===== src/rtl/bitbanger_pkg.sv =====
// bitbanger_pkg: shared FSM encoding and frame constants for the bit-banger receiver
package bitbanger_pkg;
  typedef enum logic [2:0] {
    IDLE      = 3'd0,
    START     = 3'd1,
    DATA      = 3'd2,
    STOP      = 3'd3,
    WAIT_IDLE = 3'd4
  } rx_state_t;
  localparam int MIN_DIV   = 4;
  localparam int DATA_BITS = 8;
endpackage


===== src/rtl/bitbanger_fifo.sv =====
// bitbanger_fifo: synchronous first-word-fall-through FIFO
//   clk, reset (async, active-low) | wr_en, wr_data: push | rd_en: pop when non-empty
//   rd_data: head entry (0 when empty) | full, empty: occupancy flags
module bitbanger_fifo #(
  parameter int DEPTH = 8,
  parameter int WIDTH = 8
) (
  input  logic             clk,
  input  logic             reset,
  input  logic             wr_en,
  input  logic [WIDTH-1:0] wr_data,
  input  logic             rd_en,
  output logic [WIDTH-1:0] rd_data,
  output logic             full,
  output logic             empty
);
  localparam int AW = $clog2(DEPTH);
  logic [AW:0] wp, rp;
  logic [WIDTH-1:0] mem [DEPTH];
  logic pop, push;
  assign empty = wp == rp;
  assign full = (wp[AW] != rp[AW]) && (wp[AW-1:0] == rp[AW-1:0]);
  assign pop = rd_en && !empty;
  // a full FIFO still accepts a write when the head leaves in the same cycle
  assign push = wr_en && (!full || pop);
  assign rd_data = empty ? '0 : mem[rp[AW-1:0]];
  always_ff @(posedge clk or negedge reset)
    if (!reset) begin
      wp <= '0;
      rp <= '0;
    end else begin
      if (push) wp <= wp + (AW+1)'(1);
      if (pop) rp <= rp + (AW+1)'(1);
    end
  always_ff @(posedge clk)
    if (push) mem[wp[AW-1:0]] <= wr_data;
endmodule


===== src/rtl/bitbanger_rx.sv =====
// bitbanger_rx: 8N1 receiver for the CoCo bit-banger output with a FWFT byte FIFO
//   clk: system clock | reset: async active-low | rx_line: serial input (rsout1)
//   baud_div: clocks per bit, clamped to >= 4, latched at start detection
//   rx_data, rx_valid, rx_ready: byte stream out | frame_err: bad stop bit pulse
//   overrun, overrun_clr: sticky drop flag and its clear | rx_busy: frame in progress
module bitbanger_rx
  import bitbanger_pkg::*;
#(
  parameter int DIV_W      = 17,
  parameter int FIFO_DEPTH = 8,
  parameter bit INVERT     = 1'b0
) (
  input  logic             clk,
  input  logic             reset,
  input  logic             rx_line,
  input  logic [DIV_W-1:0] baud_div,
  output logic [7:0]       rx_data,
  output logic             rx_valid,
  input  logic             rx_ready,
  output logic             frame_err,
  output logic             overrun,
  input  logic             overrun_clr,
  output logic             rx_busy
);
  localparam int IW = $clog2(DATA_BITS);
  rx_state_t state;
  logic s1, s2, s, s_prev, fall, tick, drop;
  logic [2:0] warm;
  logic [DIV_W-1:0] cnt, p, pn;
  logic [IW-1:0] idx;
  logic [DATA_BITS-1:0] sh, push_d;
  logic push_v, fifo_full, fifo_empty;
  assign s = s2 ^ INVERT;
  // warm marks when s carries real line samples rather than the reset preload,
  // so a line that is already low at reset release never looks like a falling edge
  assign fall = warm[2] && s_prev && !s;
  assign tick = cnt == '0;
  assign pn = baud_div < DIV_W'(MIN_DIV) ? DIV_W'(MIN_DIV) : baud_div;
  assign rx_busy = state != IDLE;
  assign rx_valid = !fifo_empty;
  assign drop = push_v && fifo_full && !(rx_valid && rx_ready);
  always_ff @(posedge clk or negedge reset)
    if (!reset) begin
      s1 <= 1'b1;
      s2 <= 1'b1;
      s_prev <= 1'b1;
      warm <= '0;
    end else begin
      s1 <= rx_line;
      s2 <= s1;
      s_prev <= s;
      warm <= {warm[1:0], 1'b1};
    end
  always_ff @(posedge clk or negedge reset)
    if (!reset) begin
      state <= IDLE;
      cnt <= '0;
      p <= '0;
      idx <= '0;
      sh <= '0;
      push_v <= 1'b0;
      push_d <= '0;
      frame_err <= 1'b0;
    end else begin
      push_v <= 1'b0;
      frame_err <= 1'b0;
      case (state)
        IDLE:
          if (fall) begin
            state <= START;
            p <= pn;
            cnt <= (pn >> 1) - DIV_W'(1);
          end
        START:
          if (!tick) cnt <= cnt - DIV_W'(1);
          else if (s) state <= IDLE;
          else begin
            state <= DATA;
            idx <= '0;
            cnt <= p - DIV_W'(1);
          end
        DATA:
          if (!tick) cnt <= cnt - DIV_W'(1);
          else begin
            sh <= {s, sh[DATA_BITS-1:1]};
            cnt <= p - DIV_W'(1);
            idx <= idx + IW'(1);
            if (idx == IW'(DATA_BITS - 1)) state <= STOP;
          end
        STOP:
          if (!tick) cnt <= cnt - DIV_W'(1);
          else if (s) begin
            push_v <= 1'b1;
            push_d <= sh;
            state <= IDLE;
          end else begin
            frame_err <= 1'b1;
            state <= WAIT_IDLE;
          end
        WAIT_IDLE:
          if (s) state <= IDLE;
        default: state <= IDLE;
      endcase
    end
  always_ff @(posedge clk or negedge reset)
    if (!reset) overrun <= 1'b0;
    else if (drop) overrun <= 1'b1;
    else if (overrun_clr) overrun <= 1'b0;
  bitbanger_fifo #(.DEPTH(FIFO_DEPTH), .WIDTH(DATA_BITS)) u_fifo (
    .clk    (clk),
    .reset  (reset),
    .wr_en  (push_v),
    .wr_data(push_d),
    .rd_en  (rx_ready),
    .rd_data(rx_data),
    .full   (fifo_full),
    .empty  (fifo_empty)
  );
endmodule


===== config.mk =====
export PLATFORM = sky130hd
export DESIGN_NAME = bitbanger_rx
export DESIGN_NICKNAME = d
export VERILOG_FILES = /design/src/rtl/bitbanger_pkg.sv /design/src/rtl/bitbanger_fifo.sv /design/src/rtl/bitbanger_rx.sv
export SDC_FILE = /design/constraint.sdc
export NUM_CORES = 1
export LEC_CHECK = 0
export BUFFER_PORTS_ARGS = -buffer_cell sky130_fd_sc_hd__buf_4
export CAP_MARGIN = 25
export CORE_MARGIN = 5
export CORE_UTILIZATION = 31
export DETAILED_ROUTE_END_ITERATION = 8
export PLACE_DENSITY = 0.49
export SYNTH_ARGS = -nofsm -noshare
export SYNTH_HDL_FRONTEND = slang
export SYNTH_HIERARCHICAL = 1
export SYNTH_SLANG_ARGS = --single-unit

===== constraint.sdc =====
create_clock -name clk -period 2.72 [get_ports clk]
set_input_delay 0 -clock clk [delete_from_list [all_inputs] [get_ports clk]]
set_output_delay 0 -clock clk [all_outputs]
set_load 0.005 [all_outputs]

==> metrics list <==
- The run finished with clean final reports.
- Unique masters post-synth: 83
- In this run, synthesis produced a sequential element count of approximately 140.
- From synthesis to final layout, the design area changed by 22.8%.
- The first TritonRoute pass finished after 4 iterations.
- Core ar.: ~22000 sq um
* Critical path startpoint category: input pin
- Clock-pin slew was measured on the worst setup and hold paths at around 70 ps.
- Hold WC Path Type: in -> reg
- Final estimated routing congestion in global placement: 0.855
* First-pass GRT wire length: 27000 microns
- Power Total: 0.00709 W
- The detailed router finished its first iteration with 237 violations.
- In this run the cell area of the synthesized design comes to 6990 sq um.
* CTS Buffer Depth: 2
* Height of the die: 160 microns
* Starting utilization of the core area: 31.2%
- Once layout is complete, the utilization of the core stands at roughly two fifths.
- Yosys mapped a number of flops with a built-in enable equal to 64.
* Max Slew Vio Count: 0
- Once layout is complete, the cells apart from fillers number about 940.
- Final critical path time including I/O delays and setup: 2610 ps
- Register-to-Register Path Depth: 8
- Final Cycle Share: 96.0%
- Synthesis produced a netlist with a net count of approximately 590.
- Final wirelength: 16400 microns
* Unrepaired setup endpoints after global routing: false
- Proportion of layout cells with a drive suffix above 1: 26.6%
- The die covers 25600 sq um.
* Vias in the first global route: 4949
- Hold path startpoint: baud_div[2]
* R2R Path End: cnt[15]
- Across all hold checks on the routed design, the worst slack comes to approximately 170 ps.
- The number of placed instances, taps included, is ~880.
- The cell count after synthesis came out at ~560.
- After global routing the overflow that remains totals 0.
- The Yosys step of the flow raised 6 warnings.
- In this run the worst path has a maximum fanout of 4.
- The slowest stage of the critical path is the sky130_fd_sc_hd__dlygate4sd3_1 cell.
- Diode insertion count for antenna repair: 0
- Data on the critical path is required at its endpoint by between 3000 and 4000 ps.
* End of the worst hold path: p[0]
- Type of the setup path with the least slack: in -> reg
* Number of buffer cells added on primary ports: 33
- Relative slew margins: 42.5%
- Clk_skew: 6.76 ps
* Fraction of synthesis flops using an asynchronous set or reset pin: 53.3%
- Using the TritonRoute via totals, the vias-per-cell ratio works out to 5.10.
- In the synthesized netlist the dominant register cell turns out to be sky130_fd_sc_hd__dfrtp_1.
* Hold path depth: 5
* Floorplan die width: 160 microns
* Global routing usage summed across all routing layers: 13.3%
* Largest stage delay on the critical path: 530 ps
* Worst vdd rail ir drop: 0.000367 V
- Pin count of the biggest net entering global routing: 74
- Register-to-register setup slack: 190 ps
- Critical-path cell list: dlygate4sd3_1 > buf_4 > or3_4 > or4b_4 > o21ai_4 > ha_1 > nor2b_2 > and3_4 > nand2_1 > xor2_1 > nor2_1 > a311o_1
- CTS placed an instance of sky130_fd_sc_hd__clkbuf_16 at the clock tree root.
* Static power due to leakage: 3.34 nW
* Startpoint of the worst register-to-register path: cnt[0]
- The H-tree was split into 4 levels.
- STA puts the critical path data arrival time at 2910 ps.
* Number of primary I/O pins: 34
- The average instance in the mapped netlist occupies 12.5 sq um.
- For this run, the top clock speed supported by timing is 383 MHz.
- Clock tree from TritonCTS: done
* DP Wirelength: approximately 11000 microns
* Total CTS buffers: 17
- Setup violations remaining at the end of the flow were counted as 0.
- Number of violations of the max-capacitance limit: 0
- Number of antenna violations at the first check in global routing: 0
- DR WL/cell: 17.5 microns
* Kind of end point of the critical path: flip-flop
- Counting the fill cells in the layout gives 2163.
* Sequential share of the synthesized area: 53.7%
* Number of nets in the final layout: 669
* # DRC: 0
* Hold violation count in the final report: 0
* Row cnt: 55
- The detailed router placed 4785 vias in this run.
- Clock latency on the worst-skew pair: 420 ps
* Power per Cell Area: 826 nW/um^2
- The count of nets left with antenna violations once routing finished came out at 0.
- CTS saw ~140 sinks.
- Actual slew at the worst max-slew pin: 859 ps
-- Yosys cell counts, types with 6 or more instances --
library cell	n	area, sq um
sky130_fd_sc_hd__a21oi_1	15	75.1
sky130_fd_sc_hd__a31oi_1	6	37.5
sky130_fd_sc_hd__buf_2	9	45.0
sky130_fd_sc_hd__clkbuf_1	13	48.8
sky130_fd_sc_hd__dfrtp_1	70	1750
sky130_fd_sc_hd__edfxtp_1	64	1920
sky130_fd_sc_hd__ha_1	7	87.6
sky130_fd_sc_hd__inv_1	10	37.5
sky130_fd_sc_hd__mux2_1	9	101
sky130_fd_sc_hd__mux2_2	25	282
sky130_fd_sc_hd__mux2i_1	9	90.1
sky130_fd_sc_hd__mux4_2	11	248
sky130_fd_sc_hd__nand2_1	37	139
sky130_fd_sc_hd__nand3_1	8	40.0
sky130_fd_sc_hd__nand4_1	6	37.5
sky130_fd_sc_hd__nor2_1	44	165
sky130_fd_sc_hd__nor3_1	19	95.1
sky130_fd_sc_hd__nor4_1	14	87.6
sky130_fd_sc_hd__o21ai_0	20	100
sky130_fd_sc_hd__o21ai_1	11	55.1
sky130_fd_sc_hd__or3_1	7	43.8
sky130_fd_sc_hd__xnor2_1	18	158
sky130_fd_sc_hd__xor2_1	10	87.6
-- per-stage QoR --
step           setup WS, ps  area, sq um  TNS, ps
4_1_cts                29.4         8500        0
3_3_place_gp           68.8         7720        0
2_1_floorplan          86.5         6990        0
5_1_grt                2.03         8580        0
6_report                108         8580        0
3_5_place_dp          -17.1         7720    -17.1
-- cells in the final DEF (no fill, tap or decap), drive strengths merged, types with 3 or more instances in the layout --
master       count
mux2i            9
xor2            10
o21a             4
o21ai           31
xnor2           22
nor2b            5
nor4b            5
a22oi            3
a211o            4
a31oi            6
or4              8
and3             3
mux2            35
nand4            6
nand2b           5
clkinv           5
nor2            46
dfrtp           70
dlygate4sd3     22
o31ai            6
ha               7
o211ai           5
nor3            22
mux4            16
clkbuf          17
dfstp            3
buf             70
a21oi           16
o22ai            4
or2              3
edfxtp          64
inv             18
nor4            16
nand3            9
nand2           37
or3              8
-- worst max-delay path, delay by kind of cell --
family	cells	cell delay, ps
AOI/OAI and AO/OA	2	490
and+or+nand+nor	6	1390
xor gates and xnor gates	1	170
buffers and inverters	2	680
adders and majority gates	1	180
-- flip-flops by register name (all words and copies together), names as in the netlist, 3 cells and up --
register    count
p              17
warm            3
u_fifo/mem     64
idx             3
cnt            17
sh              8
state           3
u_fifo/rp       4
u_fifo/wp       4
push_d          8
-- final cells by class --
type / instances / area (sq um) / area share (%)
Clock inverter: 15 / 158 / 1.84
Inverter: 10 / 37.5 / 0.438
Sequential cell: 137 / 3750 / 43.7
Tap cell: 285 / 357 / 4.16
Timing Repair Buffer: 92 / 778 / 9.07
Clock buffer: 17 / 425 / 4.96
Multi-Input combinational cell: 382 / 3070 / 35.8
-- metal layers --
metal / vias to the layer above / share of wire, % / GRT usage (%)
met1: 2363 / 45 / 16.8
met5: - / 0 / 0
met3: 22 / 3.8 / 3.23
li1: 2298 / - / -
met2: 102 / 49 / 22.5
met4: 0 / 1.6 / 4.07
-- report_power, final --
part	total, W	switching [W]	internal, W
Combinational	0.00201	0.000972	0.00104
Sequential	0.00282	0.000401	0.00242
Clock	0.00226	0.00103	0.00122
-- worst max-delay path by stage --
stage                 startpoint      end  slack (ps)
CTS                 baud_div[11]  cnt[12]          30
floorplan            baud_div[2]  cnt[12]          90
global placement     baud_div[2]  cnt[12]          70
global route        baud_div[11]  cnt[12]           2
detailed placement   baud_div[2]  cnt[12]         -20
finish              baud_div[11]  cnt[12]         110
-- kinds of logic after synthesis --
family                   after synthesis  share of synthesized area [%]
AO/OA/AOI/OAI                        103                           10.3
XOR/XNOR                              32                           4.76
adder cells (fa/ha/maj)                7                           1.25
buffers and inverters                 39                           2.85
flip-flops                           137                           53.7
multiplexers                          60                           12.4
other                                  1                         0.0537
AND/OR/NAND/NOR                      179                           14.7
-- repair_timing --
action	CTS	global route
endpoints found under the setup margin	0	5
buffers inserted	0	0
hold buffers	20	2
resized for setup	0	7
hold endpoints to repair	94	8
(Power assumes the default switching activity.)
